**src/rtl/edit_field_ctrl_if.sv**
```systemverilog
// Button inputs and field-control outputs shared between the button front end
// (master) and the edit field controller (slave).
interface edit_field_ctrl_if #(
    parameter int NUM_FIELDS = 4
);
    localparam int SW = (NUM_FIELDS > 1) ? $clog2(NUM_FIELDS) : 1;

    logic                  btn_edit;
    logic                  btn_next;
    logic                  btn_up;
    logic                  btn_down;
    logic                  editing;
    logic [SW-1:0]         field_sel;
    logic [NUM_FIELDS-1:0] field_en;
    logic [1:0]            sb;
    logic                  timeout_pulse;

    modport master (
        output btn_edit, btn_next, btn_up, btn_down,
        input  editing, field_sel, field_en, sb, timeout_pulse
    );

    modport slave (
        input  btn_edit, btn_next, btn_up, btn_down,
        output editing, field_sel, field_en, sb, timeout_pulse
    );
endinterface

```
**src/rtl/edit_field_ctrl.sv**
```systemverilog
// Edit-mode sequencer: selects a field, routes single-cycle up/down step pulses
// with hold-to-repeat, and leaves edit mode on a second edit press or inactivity.
module edit_field_ctrl #(
    parameter int NUM_FIELDS  = 4,
    parameter int HOLD_CYC    = 25000000,
    parameter int REPEAT_CYC  = 5000000,
    parameter int TIMEOUT_CYC = 500000000
) (
    input  logic               clk,
    input  logic               rst,
    edit_field_ctrl_if.slave   bus
);
    localparam int SW   = (NUM_FIELDS > 1) ? $clog2(NUM_FIELDS) : 1;
    localparam int HMAX = (HOLD_CYC > REPEAT_CYC) ? HOLD_CYC : REPEAT_CYC;
    localparam int HW   = $clog2(HMAX);
    localparam int TW   = $clog2(TIMEOUT_CYC);

    localparam logic [SW-1:0] SEL_LAST  = SW'(NUM_FIELDS - 1);
    localparam logic [HW-1:0] HOLD_LAST = HW'(HOLD_CYC - 1);
    localparam logic [HW-1:0] REP_LAST  = HW'(REPEAT_CYC - 1);
    localparam logic [TW-1:0] TO_LAST   = TW'(TIMEOUT_CYC - 1);

    localparam int B_ED = 3;
    localparam int B_NX = 2;
    localparam int B_UP = 1;
    localparam int B_DN = 0;

    typedef enum logic {S_IDLE, S_EDIT} state_t;

    state_t                state_q, state_d;
    logic [3:0]            btn_q, btn_d, btn2_q, btn2_d;
    logic                  vld_q, vld_d, armed_q, armed_d;
    logic [SW-1:0]         sel_q, sel_d;
    logic [1:0]            step_q, step_d;
    logic                  to_q, to_d;
    logic                  act_q, act_d, dir_up_q, dir_up_d, phase_q, phase_d;
    logic [HW-1:0]         hcnt_q, hcnt_d;
    logic [TW-1:0]         tcnt_q, tcnt_d;
    logic                  editing_q, editing_d;
    logic [SW-1:0]         field_sel_q, field_sel_d;
    logic [NUM_FIELDS-1:0] field_en_q, field_en_d, en_dec;
    logic [1:0]            sb_q, sb_d;
    logic                  timeout_pulse_q, timeout_pulse_d;
    logic [3:0]            rise;

    for (genvar gi = 0; gi < NUM_FIELDS; gi++) begin : g_en_dec
        assign en_dec[gi] = (state_q == S_EDIT) && (sel_q == SW'(gi));
    end

    // The history register only becomes trustworthy two samples after reset,
    // so a button already held when reset releases never looks like a press.
    always_comb begin
        btn_d   = {bus.btn_edit, bus.btn_next, bus.btn_up, bus.btn_down};
        btn2_d  = btn_q;
        vld_d   = 1'b1;
        armed_d = vld_q;
        rise    = armed_q ? (btn_q & ~btn2_q) : 4'b0000;
    end

    always_comb begin
        state_d  = state_q;
        sel_d    = sel_q;
        step_d   = 2'b00;
        to_d     = 1'b0;
        act_d    = act_q;
        dir_up_d = dir_up_q;
        phase_d  = phase_q;
        hcnt_d   = hcnt_q;
        tcnt_d   = tcnt_q;
        case (state_q)
            S_IDLE: begin
                act_d = 1'b0;
                if (rise[B_ED]) begin
                    state_d = S_EDIT;
                    sel_d   = '0;
                    tcnt_d  = '0;
                end
            end
            default: begin
                if (rise[B_ED]) begin
                    state_d = S_IDLE;
                    act_d   = 1'b0;
                end else begin
                    if (rise[B_NX]) begin
                        sel_d = (sel_q == SEL_LAST) ? '0 : sel_q + 1'b1;
                        act_d = 1'b0;
                    end else if (btn_q[B_UP] && btn_q[B_DN]) begin
                        act_d = 1'b0;
                    end else if (rise[B_UP] || rise[B_DN]) begin
                        step_d   = rise[B_UP] ? 2'b10 : 2'b01;
                        act_d    = 1'b1;
                        dir_up_d = rise[B_UP];
                        phase_d  = 1'b0;
                        hcnt_d   = '0;
                    end else if (act_q && (dir_up_q ? btn_q[B_UP] : btn_q[B_DN])) begin
                        // First interval is the hold delay, later ones the repeat period.
                        if ((!phase_q && hcnt_q == HOLD_LAST) || (phase_q && hcnt_q == REP_LAST)) begin
                            step_d  = dir_up_q ? 2'b10 : 2'b01;
                            hcnt_d  = '0;
                            phase_d = 1'b1;
                        end else begin
                            hcnt_d = hcnt_q + 1'b1;
                        end
                    end else begin
                        act_d = 1'b0;
                    end

                    if (|btn_q) begin
                        tcnt_d = '0;
                    end else if (tcnt_q == TO_LAST) begin
                        state_d = S_IDLE;
                        to_d    = 1'b1;
                        act_d   = 1'b0;
                    end else begin
                        tcnt_d = tcnt_q + 1'b1;
                    end
                end
            end
        endcase
    end

    always_comb begin
        editing_d       = (state_q == S_EDIT);
        field_sel_d     = sel_q;
        field_en_d      = en_dec;
        sb_d            = step_q;
        timeout_pulse_d = to_q;
    end

    always_ff @(posedge clk or posedge rst) begin
        if (rst) begin
            state_q         <= S_IDLE;
            btn_q           <= '0;
            btn2_q          <= '0;
            vld_q           <= 1'b0;
            armed_q         <= 1'b0;
            sel_q           <= '0;
            step_q          <= 2'b00;
            to_q            <= 1'b0;
            act_q           <= 1'b0;
            dir_up_q        <= 1'b0;
            phase_q         <= 1'b0;
            hcnt_q          <= '0;
            tcnt_q          <= '0;
            editing_q       <= 1'b0;
            field_sel_q     <= '0;
            field_en_q      <= '0;
            sb_q            <= 2'b00;
            timeout_pulse_q <= 1'b0;
        end else begin
            state_q         <= state_d;
            btn_q           <= btn_d;
            btn2_q          <= btn2_d;
            vld_q           <= vld_d;
            armed_q         <= armed_d;
            sel_q           <= sel_d;
            step_q          <= step_d;
            to_q            <= to_d;
            act_q           <= act_d;
            dir_up_q        <= dir_up_d;
            phase_q         <= phase_d;
            hcnt_q          <= hcnt_d;
            tcnt_q          <= tcnt_d;
            editing_q       <= editing_d;
            field_sel_q     <= field_sel_d;
            field_en_q      <= field_en_d;
            sb_q            <= sb_d;
            timeout_pulse_q <= timeout_pulse_d;
        end
    end

    assign bus.editing       = editing_q;
    assign bus.field_sel     = field_sel_q;
    assign bus.field_en      = field_en_q;
    assign bus.sb            = sb_q;
    assign bus.timeout_pulse = timeout_pulse_q;
endmodule

```
**src/flat_wrapper.sv**
```systemverilog
// flat-port wrapper written by rule: the top's interface ports become plain ports
module edit_field_ctrl_flat 
#(
    parameter int NUM_FIELDS  = 4,
    parameter int HOLD_CYC    = 25000000,
    parameter int REPEAT_CYC  = 5000000,
    parameter int TIMEOUT_CYC = 500000000
)
  (clk, rst, bus_btn_edit, bus_btn_next, bus_btn_up, bus_btn_down, bus_editing, bus_field_sel, bus_field_en, bus_sb, bus_timeout_pulse);
  edit_field_ctrl_if #(.NUM_FIELDS(NUM_FIELDS)) bus_i ();
  input  logic clk;
  input  logic rst;
  input wire logic [$bits(bus_i.btn_edit)-1:0] bus_btn_edit;
  input wire logic [$bits(bus_i.btn_next)-1:0] bus_btn_next;
  input wire logic [$bits(bus_i.btn_up)-1:0] bus_btn_up;
  input wire logic [$bits(bus_i.btn_down)-1:0] bus_btn_down;
  output wire logic [$bits(bus_i.editing)-1:0] bus_editing;
  output wire logic [$bits(bus_i.field_sel)-1:0] bus_field_sel;
  output wire logic [$bits(bus_i.field_en)-1:0] bus_field_en;
  output wire logic [$bits(bus_i.sb)-1:0] bus_sb;
  output wire logic [$bits(bus_i.timeout_pulse)-1:0] bus_timeout_pulse;
  assign bus_i.btn_edit = bus_btn_edit;
  assign bus_i.btn_next = bus_btn_next;
  assign bus_i.btn_up = bus_btn_up;
  assign bus_i.btn_down = bus_btn_down;
  assign bus_editing = bus_i.editing;
  assign bus_field_sel = bus_i.field_sel;
  assign bus_field_en = bus_i.field_en;
  assign bus_sb = bus_i.sb;
  assign bus_timeout_pulse = bus_i.timeout_pulse;
  edit_field_ctrl #(.NUM_FIELDS(NUM_FIELDS), .HOLD_CYC(HOLD_CYC), .REPEAT_CYC(REPEAT_CYC), .TIMEOUT_CYC(TIMEOUT_CYC)) u_core (.clk(clk), .rst(rst), .bus(bus_i));
endmodule
```
**config.mk**
```make
export PLATFORM = sky130hd
export DESIGN_NAME = edit_field_ctrl_flat
export DESIGN_NICKNAME = d
export VERILOG_FILES = /design/src/rtl/edit_field_ctrl_if.sv /design/src/rtl/edit_field_ctrl.sv /design/src/flat_wrapper.sv
export SDC_FILE = /design/constraint.sdc
export NUM_CORES = 1
export LEC_CHECK = 0
export CAP_MARGIN = 20
export CORE_AREA = 2 2 92 94
export CTS_CLUSTER_DIAMETER = 50
export CTS_CLUSTER_SIZE = 14
export DETAILED_ROUTE_END_ITERATION = 12
export DIE_AREA = 0 0 94 96
export GPL_ROUTABILITY_DRIVEN = 1
export PLACE_DENSITY = 0.68
export SYNTH_ARGS = -nofsm -noshare
export SYNTH_HDL_FRONTEND = slang
export SYNTH_SLANG_ARGS = --single-unit
```
**constraint.sdc**
```tcl
create_clock -name clk -period 6.6 [get_ports clk]
set_clock_uncertainty 0.15 [all_clocks]
set_input_delay 1.32 -clock clk [delete_from_list [all_inputs] [get_ports clk]]
set_output_delay 1.32 -clock clk [all_outputs]
set_load 0.005 [all_outputs]
```
* Word-level counts from Yosys, hierarchy flattened
Cells that the tools add are included.
** Word-level totals
- Flip-flop bits (word level) :: 83
- Input bits :: 6
- Word-level logic and storage cells :: 100
** Operators by class
- Add/sub/neg operators :: 3
- Eq/ne operators :: 8
- Muxes and demuxes :: 44
- Bitwise logic cells :: 5
- Reductions and logical operators :: 22
** Operator list (number)
- 29-bit 2-to-1 mux :: 5
- 25-bit 2-to-1 mux :: 3
- 29-bit by 1-bit adder with 29-bit output, second input constant :: 1
- 29-bit equality test, second input constant :: 1
- 2-bit 2-to-1 mux :: 14
- 25-bit by 1-bit adder with 25-bit output, second input constant :: 1
- 25-bit by 23-bit equality test with 1-bit output, second input constant :: 1
- 25-bit equality test, second input constant :: 1
- 1-bit 2-to-1 mux :: 21
- 5-bit AND reduction :: 2
- 1-bit logical AND :: 8
- 2-bit nonzero test :: 4
- 3-bit AND reduction :: 2
- 6-bit AND reduction :: 1
- 4-bit bitwise AND :: 1
- 2-bit equality test, second input constant :: 2
- 4-bit 2-to-1 mux :: 1
- 4-bit NOT :: 1
- 4-bit OR reduction :: 1
- 3-bit by 1-bit != test with 1-bit output, second input constant :: 1
- 1-bit NOT :: 3
- 2-bit by 1-bit adder with 2-bit output, second input constant :: 1
- 2-bit by 1-bit equality test with 1-bit output, second input constant :: 1
- 2-bit logical NOT :: 1
- 3 further kinds :: 4

* Longest topological paths before layout
Gate-level depths: netlist (run 1).
- Word-level depth :: 11
- Mapped depth :: 10
- Mapped depth without buffers :: 7

* Least setup slack after synthesis (run 1)
No wires, ideal clock.
- Path kind :: register -> register
- Start point :: register u_core.armed_q
- End point :: register u_core.tcnt_q[24]
- Setup time :: 0.110 ns
- Arrival time :: 2.004 ns
- Setup slack :: 4.336 ns
- Cell stages (with the launch flop) :: 11
- Path buffers :: 4
- Clock period less this slack :: 2.264 ns
- Path through :: dfrtp_1 -> clkbuf_1 -> and2_0 -> clkbuf_1 -> inv_1 -> ha_1 -> buf_4 -> o31ai_4 -> nand2b_1 -> buf_2 -> o41ai_1
** On the way
- Cells in the longest elaborated chain, start to end :: 3
- Elaborated cells on any way between the ends :: 5
- Classes of those cells :: eq/ne: 2; mux: 1; reduce/logical: 2
** RTL lines
- start: declaration :: RTL line edit_field_ctrl.sv:32 : logic vld_q, vld_d, armed_q, armed_d;
- start signal: assignment :: RTL line edit_field_ctrl.sv:155 : armed_q <= armed_d;
- 4-bit 2-to-1 mux * :: RTL line edit_field_ctrl.sv:57 : rise = armed_q ? (btn_q & ~btn2_q) : 4'b0000;
- 3-bit by 1-bit != test with 1-bit output (no line), or another cell as far along
- 3-bit AND reduction (no line) *
- end signal: assignment :: RTL line edit_field_ctrl.sv:163 : tcnt_q <= tcnt_d;
- end: declaration :: RTL line edit_field_ctrl.sv:38 : logic [TW-1:0] tcnt_q, tcnt_d;
Mark *: on every way between the ends. The rest lies on a longest branch, timed or not.
A chain may end at the register's enable or synchronous reset.

* Final worst setup path (run 1)
- Start point :: register u_core.btn_q[0] (netlist: u_core.btn2_d[0])
- End point :: register u_core.tcnt_q[26]
** On the way
- Cells in the longest elaborated chain, start to end :: 4
- Elaborated cells on any way between the ends :: 6
- Classes of those cells :: eq/ne: 1; mux: 3; reduce/logical: 2
** RTL lines
- start: declaration :: RTL line edit_field_ctrl.sv:31 : logic [3:0] btn_q, btn_d, btn2_q, btn2_d;
- start signal: assignment :: RTL line edit_field_ctrl.sv:152 : btn_q <= btn_d;
- 4-bit OR reduction * :: RTL line edit_field_ctrl.sv:108 : if (|btn_q) begin
- 29-bit 2-to-1 mux :: RTL line edit_field_ctrl.sv:108
- 29-bit 2-to-1 mux :: RTL line edit_field_ctrl.sv:80 : if (rise[B_ED]) begin
- 29-bit 2-to-1 mux :: RTL line edit_field_ctrl.sv:70 : case (state_q)
Mark *: on every way between the ends. The rest lies on a longest branch, timed or not. The select of a mux whose other input is x is not followed.

==> flow_summary_export.csv, run 1 <==
group,metric,value,unit
logic_synthesis,netlist_area,4330,um2
clock_network,post_cts_buffers,0,
logic_synthesis,yosysTopAreaCell,"dfrtp_1",
grt,grt-ovfl-total,0,
finish,antenna_cells,0,
grt,grt_start_max_net_pins,84,
drt,routed_via_density,6.33,
floorplanning,die_h,96,um
timing,maxSlewViolCount,0,
logic_synthesis,synth_warnings,0,
clock_network,clock_sinks,83,
power,power.density,257,nW/um2
clock_network,cts_tree,"yes",
finish,drive_gt1_share,10.3,%
drt,num_vias,3561,
drt,ant_nets,0,
clock_network,cts_resized,0,
logic_synthesis,synthArstFlopShare,100,%
logic_synthesis,synth_edf_count,0,
clock_network,cts-hold-fix-buffers,0,
placed_design,place_area,4520,um2
timing,maxClockFrequency,286,MHz
grt,grt-busiest-layer,"met2",
worst_hold_path,min-delay-start,"u_core.armed_d",
worst_hold_path,min_path_type,"register to register",
floorplanning,core,8050,um2
timing,rsz0062_at_grt,"false",
logic_synthesis,synth.area.top_cells,"dfrtp_1 (48%), o21ai_0 (4.7%), o31ai_1 (4.2%)",
grt,grt_use_met3,2.74,%
grt,antenna_found_initial,0,
timing,finalSetupViolCount,0,
grt,grt_use_met1,32.1,%
critical_path,critPathLaunch,"u_core.btn2_d[0]",
power,ir_worst_vdd,0.000115,V
flow_run,cap_violations,0,
placed_design,place_ws,3.11,ns
critical_path,endpoint_kind,"register",
critical_path,crit_fanout,28,
outcome,status,"finished, final reports clean",
clock_network,cts-root-buf,"clkbuf_8",
critical_path,worstPathArrival,3.52,ns
placed_design,placedCellCount,545,
critical_path,worst-setup-path-type,"register to register",
finish,finalInstanceArea,4810,um2
timing,setup_tns,0,ns
timing,fin_ws,3.11,ns
finish,syn2layout_area_growth,11.3,%
timing,worst_slew_pin_slew,0.957,ns
critical_path,crit_path_start_kind,"register",
placed_design,place_congestion,0.821,
logic_synthesis,ys_ff_latch,83,
power,leakagePower,1.90,nW
floorplanning,top_level_ports,16,
logic_synthesis,ys_seq_area_share,48.0,%
critical_path,worst_ep_required_time,6.63,ns
clock_network,clkLatencyLatePin,0.36,ns
finish,final_nets,466,
floorplanning,rows,33,
floorplanning,dieArea,9020,um2
grt,grt_pass1_vias,3304,
drt,drc,0,
placed_design,dp.final_hpwl,6190,um
timing,finalHoldViolations,0,
drt,drtIter0Drc,213,
floorplanning,die_w,94,um
timing,fin_crit,3.49,ns
logic_synthesis,synth_top_area_share,48.0,%
critical_path,rr_startpoint,"u_core.btn2_d[0]",
clock_network,clock_path_buffers,2,
timing,period_share,52.9,%
finish,stdcell_count,563,
power,report.power.total,1.24,mW
drt,drtPass1Iterations,5,
drt,drt_wl_total,9600,um
logic_synthesis,postSynthCellCount,445,
timing,slew_headroom,36.2,%
grt,grt_util_all_layers,22.7,%
logic_synthesis,syn_area_per_cell,9.72,um2
grt,met2_usage,36.5,%
logic_synthesis,synth_ff_type,"dfrtp_1",
logic_synthesis,synth.distinct_cells,64,
clock_network,clk_pin_slew,0.09,ns
grt,grt_first_pass_wirelength,16200,um
clock_network,htreeDepth,3,
clock_network,cts_buffers,9,
logic_synthesis,synth_nets,458,
placed_design,port_buffers,15,
drt,post_drt_wl_per_cell,17.0,um
floorplanning,start_util,53.7,%
-- sequential cells by signal, summed over array words and instances, names as in the netlist --
name                      count
u_core.tcnt_q                29
u_core.hcnt_q                25
u_core.btn2_d                 4
u_core.btn2_q                 4
u_core.bus.field_en           4
u_core.bus.field_sel          2
u_core.bus.sb                 2
u_core.field_sel_d            2
u_core.sb_d                   2
u_core.act_q                  1
u_core.armed_d                1
u_core.armed_q                1
u_core.bus.editing            1
u_core.bus.timeout_pulse      1
u_core.dir_up_q               1
u_core.editing_d              1
u_core.phase_q                1
u_core.timeout_pulse_d        1
-- worst max-delay path, cell delays in order (launching register included) --
cell and delay, ns:
dfrtp_1 0.46, nor4_1 0.59, nand3_1 0.23, o31ai_4 0.81, nand2b_1 0.82, o311ai_0 0.25
-- synthesized netlist by cell type (2+ instances only) --
cell       count
a21oi_1       14
a21oi_2       10
a22oi_1        2
a31oi_1        9
a41oi_1        2
and2_1         8
and3_1        13
and3b_1        2
buf_2          8
clkbuf_1      14
dfrtp_1       83
ha_1           7
inv_1         13
nand2_1       38
nand2b_1       7
nand3_1       26
nand3b_1       2
nand4_1       17
nand4b_1       2
nor2_1        17
nor2b_1        5
nor3_1         4
nor4_1         7
o211ai_1       2
o21a_1         3
o21ai_0       41
o21ai_1        3
o22ai_1        2
o2bb2ai_1      3
o311ai_0       2
o31ai_1       24
o41ai_1        3
or2_2          2
or3_1         10
or4_1         11
-- where the power goes --
part | internal (mW) | switching [mW] | total, mW
clock | 0.258 | 0.202 | 0.460
sequential | 0.545 | 0.0394 | 0.584
combinational | 0.0833 | 0.112 | 0.195
-- cells by family after synthesis --
group / after synthesis / share of synthesized area [%]
simple gates: 184 / 24.5
compound gates: 131 / 21.0
flops: 83 / 48.0
buf+inv: 37 / 3.91
fa+ha+maj: 7 / 2.02
other cells: 1 / 0.0867
xor+xnor: 1 / 0.203
mux: 1 / 0.231
-- path summary, 6_finish.rpt --
check	cells after the start	slack, ns	endpoint
setup / recovery	5	3.11	u_core.tcnt_q[26]
max in group asynchronous	4	4.59	u_core.hcnt_q[19]
hold reg to reg	0	0.21	u_core.armed_q
setup reg to reg	5	3.11	u_core.tcnt_q[26]
min in group asynchronous	3	1.12	u_core.bus.field_en[3]
hold / removal	0	0.21	u_core.armed_q
-- metal layers --
| metal | vias up | part of all wire, % |
|---|---|---|
| met1 | 1791 | 47 |
| li1 | 1691 | - |
| met5 | - | 0 |
| met2 | 65 | 49 |
| met3 | 14 | 2.6 |
| met4 | 0 | 1.3 |
-- metrics by stage --
stage | hold slack [ns] | util, %
finish | 0.207 | 59.8
global route | 0.222 | 59.8
CTS | 0.209 | 59.2
detailed placement | 0.189 | 56.1
global placement | 0.183 | 56.0
floorplan | 0.181 | -
-- cell type report --
class                   instances  area [um2]
flip-flops and latches         83        2080
multi-input cells             325        2080
inverters                      13        50.0
clock inverters                 7         128
fillers                       723        3240
repair buffers                 21         223
clock buffers                   9         124
well taps                     105         131
-- cell usage in the layout (no fill, tap or decap), types with 3 or more instances in the layout --
master / instances
dfrtp_1: 83
o21ai_0: 41
nand2_1: 38
nand3_1: 26
o31ai_1: 24
nor2_1: 17
nand4_1: 17
clkdlybuf4s50_1: 15
a21oi_1: 14
and3_1: 13
inv_1: 12
or4_1: 11
a21oi_2: 10
or3_1: 10
a31oi_1: 9
clkbuf_8: 9
and2_1: 8
nand2b_1: 7
nor4_1: 7
ha_1: 7
nor2b_1: 5
nor3_1: 4
buf_4: 4
o21a_1: 3
o21ai_1: 3
o41ai_1: 3
o2bb2ai_1: 3
bufinv_16: 3
inv_6: 3
Power figures use the tool's default switching activity.
==> inputs of run 2 (changes only) <==
Clock period 6.6 ns to 3.52 ns, I/O delays scaled along.
==> flow_summary_export.csv, run 2 (synthesized netlist as in run 1, its figures left out) <==
group,metric,value,unit
outcome,status,"finished, final reports clean",
timing,maxClockFrequency,395,MHz
critical_path,crit_fanout,17,
clock_network,post_cts_buffers,0,
finish,largest_reg_flops,29,
floorplanning,start_util,53.7,%
drt,ant_nets,0,
grt,grt_pass1_vias,3277,
clock_network,clock_sinks,83,
worst_hold_path,hold_path_depth,0,
critical_path,critPathLaunch,"u_core.hcnt_q[6]",
timing,maxSlewViolCount,0,
critical_path,worstPathArrival,2.59,ns
critical_path,worst_ep_required_time,3.57,ns
timing,worst_slew_pin_slew,0.775,ns
timing,rsz0062_at_grt,"false",
grt,grt_start_max_net_pins,72,
finish,drive_gt1_share,10.8,%
timing,period_share,72.0,%
finish,final_nets,469,
clock_network,cts_buffers,9,
timing,setup_tns,0,ns
critical_path,reg2reg_to,"u_core.hcnt_q[23]",
critical_path,r2r_setup_slack,0.99,ns
finish,stdcell_count,566,
finish,seq_area,2080,um2
clock_network,clock_path_buffers,2,
timing,finalHoldViolations,0,
timing,whs,0.204,ns
finish,top_register,"u_core.tcnt_q",
floorplanning,die_w,94,um
clock_network,cts-root-buf,"clkbuf_8",
critical_path,endpoint,"u_core.hcnt_q[23]",
drt,post_drt_wl_per_cell,16.6,um
power,ir_worst_vdd,0.000235,V
finish,antenna_cells,0,
floorplanning,die_h,96,um
placed_design,placedCellCount,549,
drt,num_vias,3469,
placed_design,place_congestion,0.813,
critical_path,reg2reg_depth,5,
finish,syn2layout_area_growth,11.1,%
floorplanning,dieArea,9020,um2
timing,finalSetupViolCount,0,
placed_design,port_buffers,15,
clock_network,clkLatencyLatePin,0.36,ns
grt,antenna_found_initial,0,
worst_hold_path,min_path_type,"register to register",
finish,top_regs,"u_core.tcnt_q: 29 flops, u_core.hcnt_q: 25 flops",
critical_path,endpoint_kind,"register",
clock_network,cts-hold-fix-buffers,0,
clock_network,clk_pin_slew,0.10,ns
drt,drc,0,
drt,drtPass1Iterations,4,
grt,grt_first_pass_wirelength,15700,um
grt,grt_util_all_layers,22.0,%
finish,final_common_cell,"dfrtp_1",
drt,drtIter0Drc,215,
critical_path,worst-setup-path-type,"register to register",
finish,fillers,708,
flow_run,cap_violations,0,
clock_network,htreeDepth,3,
floorplanning,core,8050,um2
finish,finalInstanceArea,4800,um2
drt,routed_via_density,6.13,
drt,drt_wl_total,9390,um
power,report.power.total,2.25,mW
finish,layout_common_cells,"dfrtp_1 (83), o21ai_0 (41), nand2_1 (38)",
timing,slew_headroom,48.0,%
clock_network,cts_tree,"yes",
grt,grt-ovfl-total,0,
critical_path,crit_path_start_kind,"register",
floorplanning,top_level_ports,16,
finish,multi_input_area,2080,um2
placed_design,place_area,4560,um2
critical_path,rr_startpoint,"u_core.hcnt_q[6]",
placed_design,dp.final_hpwl,6290,um
clock_network,cts_resized,0,
floorplanning,rows,33,
power,leakagePower,1.89,nW
power,power.density,468,nW/um2
timing,fin_crit,2.53,ns
-- run 2: changes by cell type in the layout (fill, tap and decap cells not counted) --
| cell | before | now |
|---|---|---|
| buf_4 | 4 | 7 |
| buf_12 | 0 | 1 |
| buf_16 | 1 | 0 |
| bufinv_16 | 3 | 2 |
| clkinv_4 | 0 | 1 |
| clkinvlp_4 | 0 | 1 |
| inv_6 | 3 | 2 |
-- run 2: layout make-up --
| type | instances | area share [%] |
|---|---|---|
| Tap cell | 105 | 2.73 |
| Sequential cell | 83 | 43.2 |
| Inverter | 13 | 1.04 |
| Clock buffer | 9 | 2.58 |
| Clock inverter | 7 | 2.19 |
| Multi-Input combinational cell | 325 | 43.3 |
| Timing Repair Buffer | 24 | 4.95 |
-- run 2: how the worst min path moves through the flow --
stage                                 startpoint                        to  slack [ns]
after global routing      u_core.timeout_pulse_d  u_core.bus.timeout_pulse        0.22
final                     u_core.timeout_pulse_d  u_core.bus.timeout_pulse        0.20
after CTS                         u_core.sb_d[1]          u_core.bus.sb[1]        0.21
after global placement            u_core.sb_d[1]          u_core.bus.sb[1]        0.18
after floorplan                   u_core.armed_d            u_core.armed_q        0.18
after detailed placement          u_core.sb_d[1]          u_core.bus.sb[1]        0.18
-- run 2: worst max-delay path, cell delays in order, from the launching register on --
cell	delay (ns)
dfrtp_1	0.42
or4b_4	0.56
nor4_4	0.27
o2111ai_4	0.28
a21oi_4	0.60
a21oi_1	0.10
-- run 2: report_power, final --
| part | internal [mW] | leakage (nW) | switching [mW] | total [mW] |
|---|---|---|---|---|
| Sequential | 1.02 | 1.11 | 0.0667 | 1.09 |
| Clock | 0.411 | 0.112 | 0.381 | 0.792 |
| Combinational | 0.162 | 0.668 | 0.205 | 0.367 |
| Total | 1.59 | 1.89 | 0.653 | 2.25 |
-- run 2: metal layers --
| layer | part of all wire [%] | track usage, % | vias up |
|---|---|---|---|
| met5 | 0 | 0 | - |
| met4 | 0.98 | 7.49 | 0 |
| met3 | 2.5 | 4.15 | 8 |
| met2 | 49 | 35.1 | 46 |
| met1 | 48 | 30.5 | 1711 |
| li1 | - | - | 1704 |
-- run 2: through the flow --
| step | util [%] | setup WS (ns) |
|---|---|---|
| final | 59.7 | 0.986 |
| after global routing | 59.7 | 0.745 |
| after CTS | 59.5 | 0.892 |
| after detailed placement | 56.6 | 0.922 |
| after global placement | 56.6 | 0.975 |
| after floorplan | - | 0.529 |
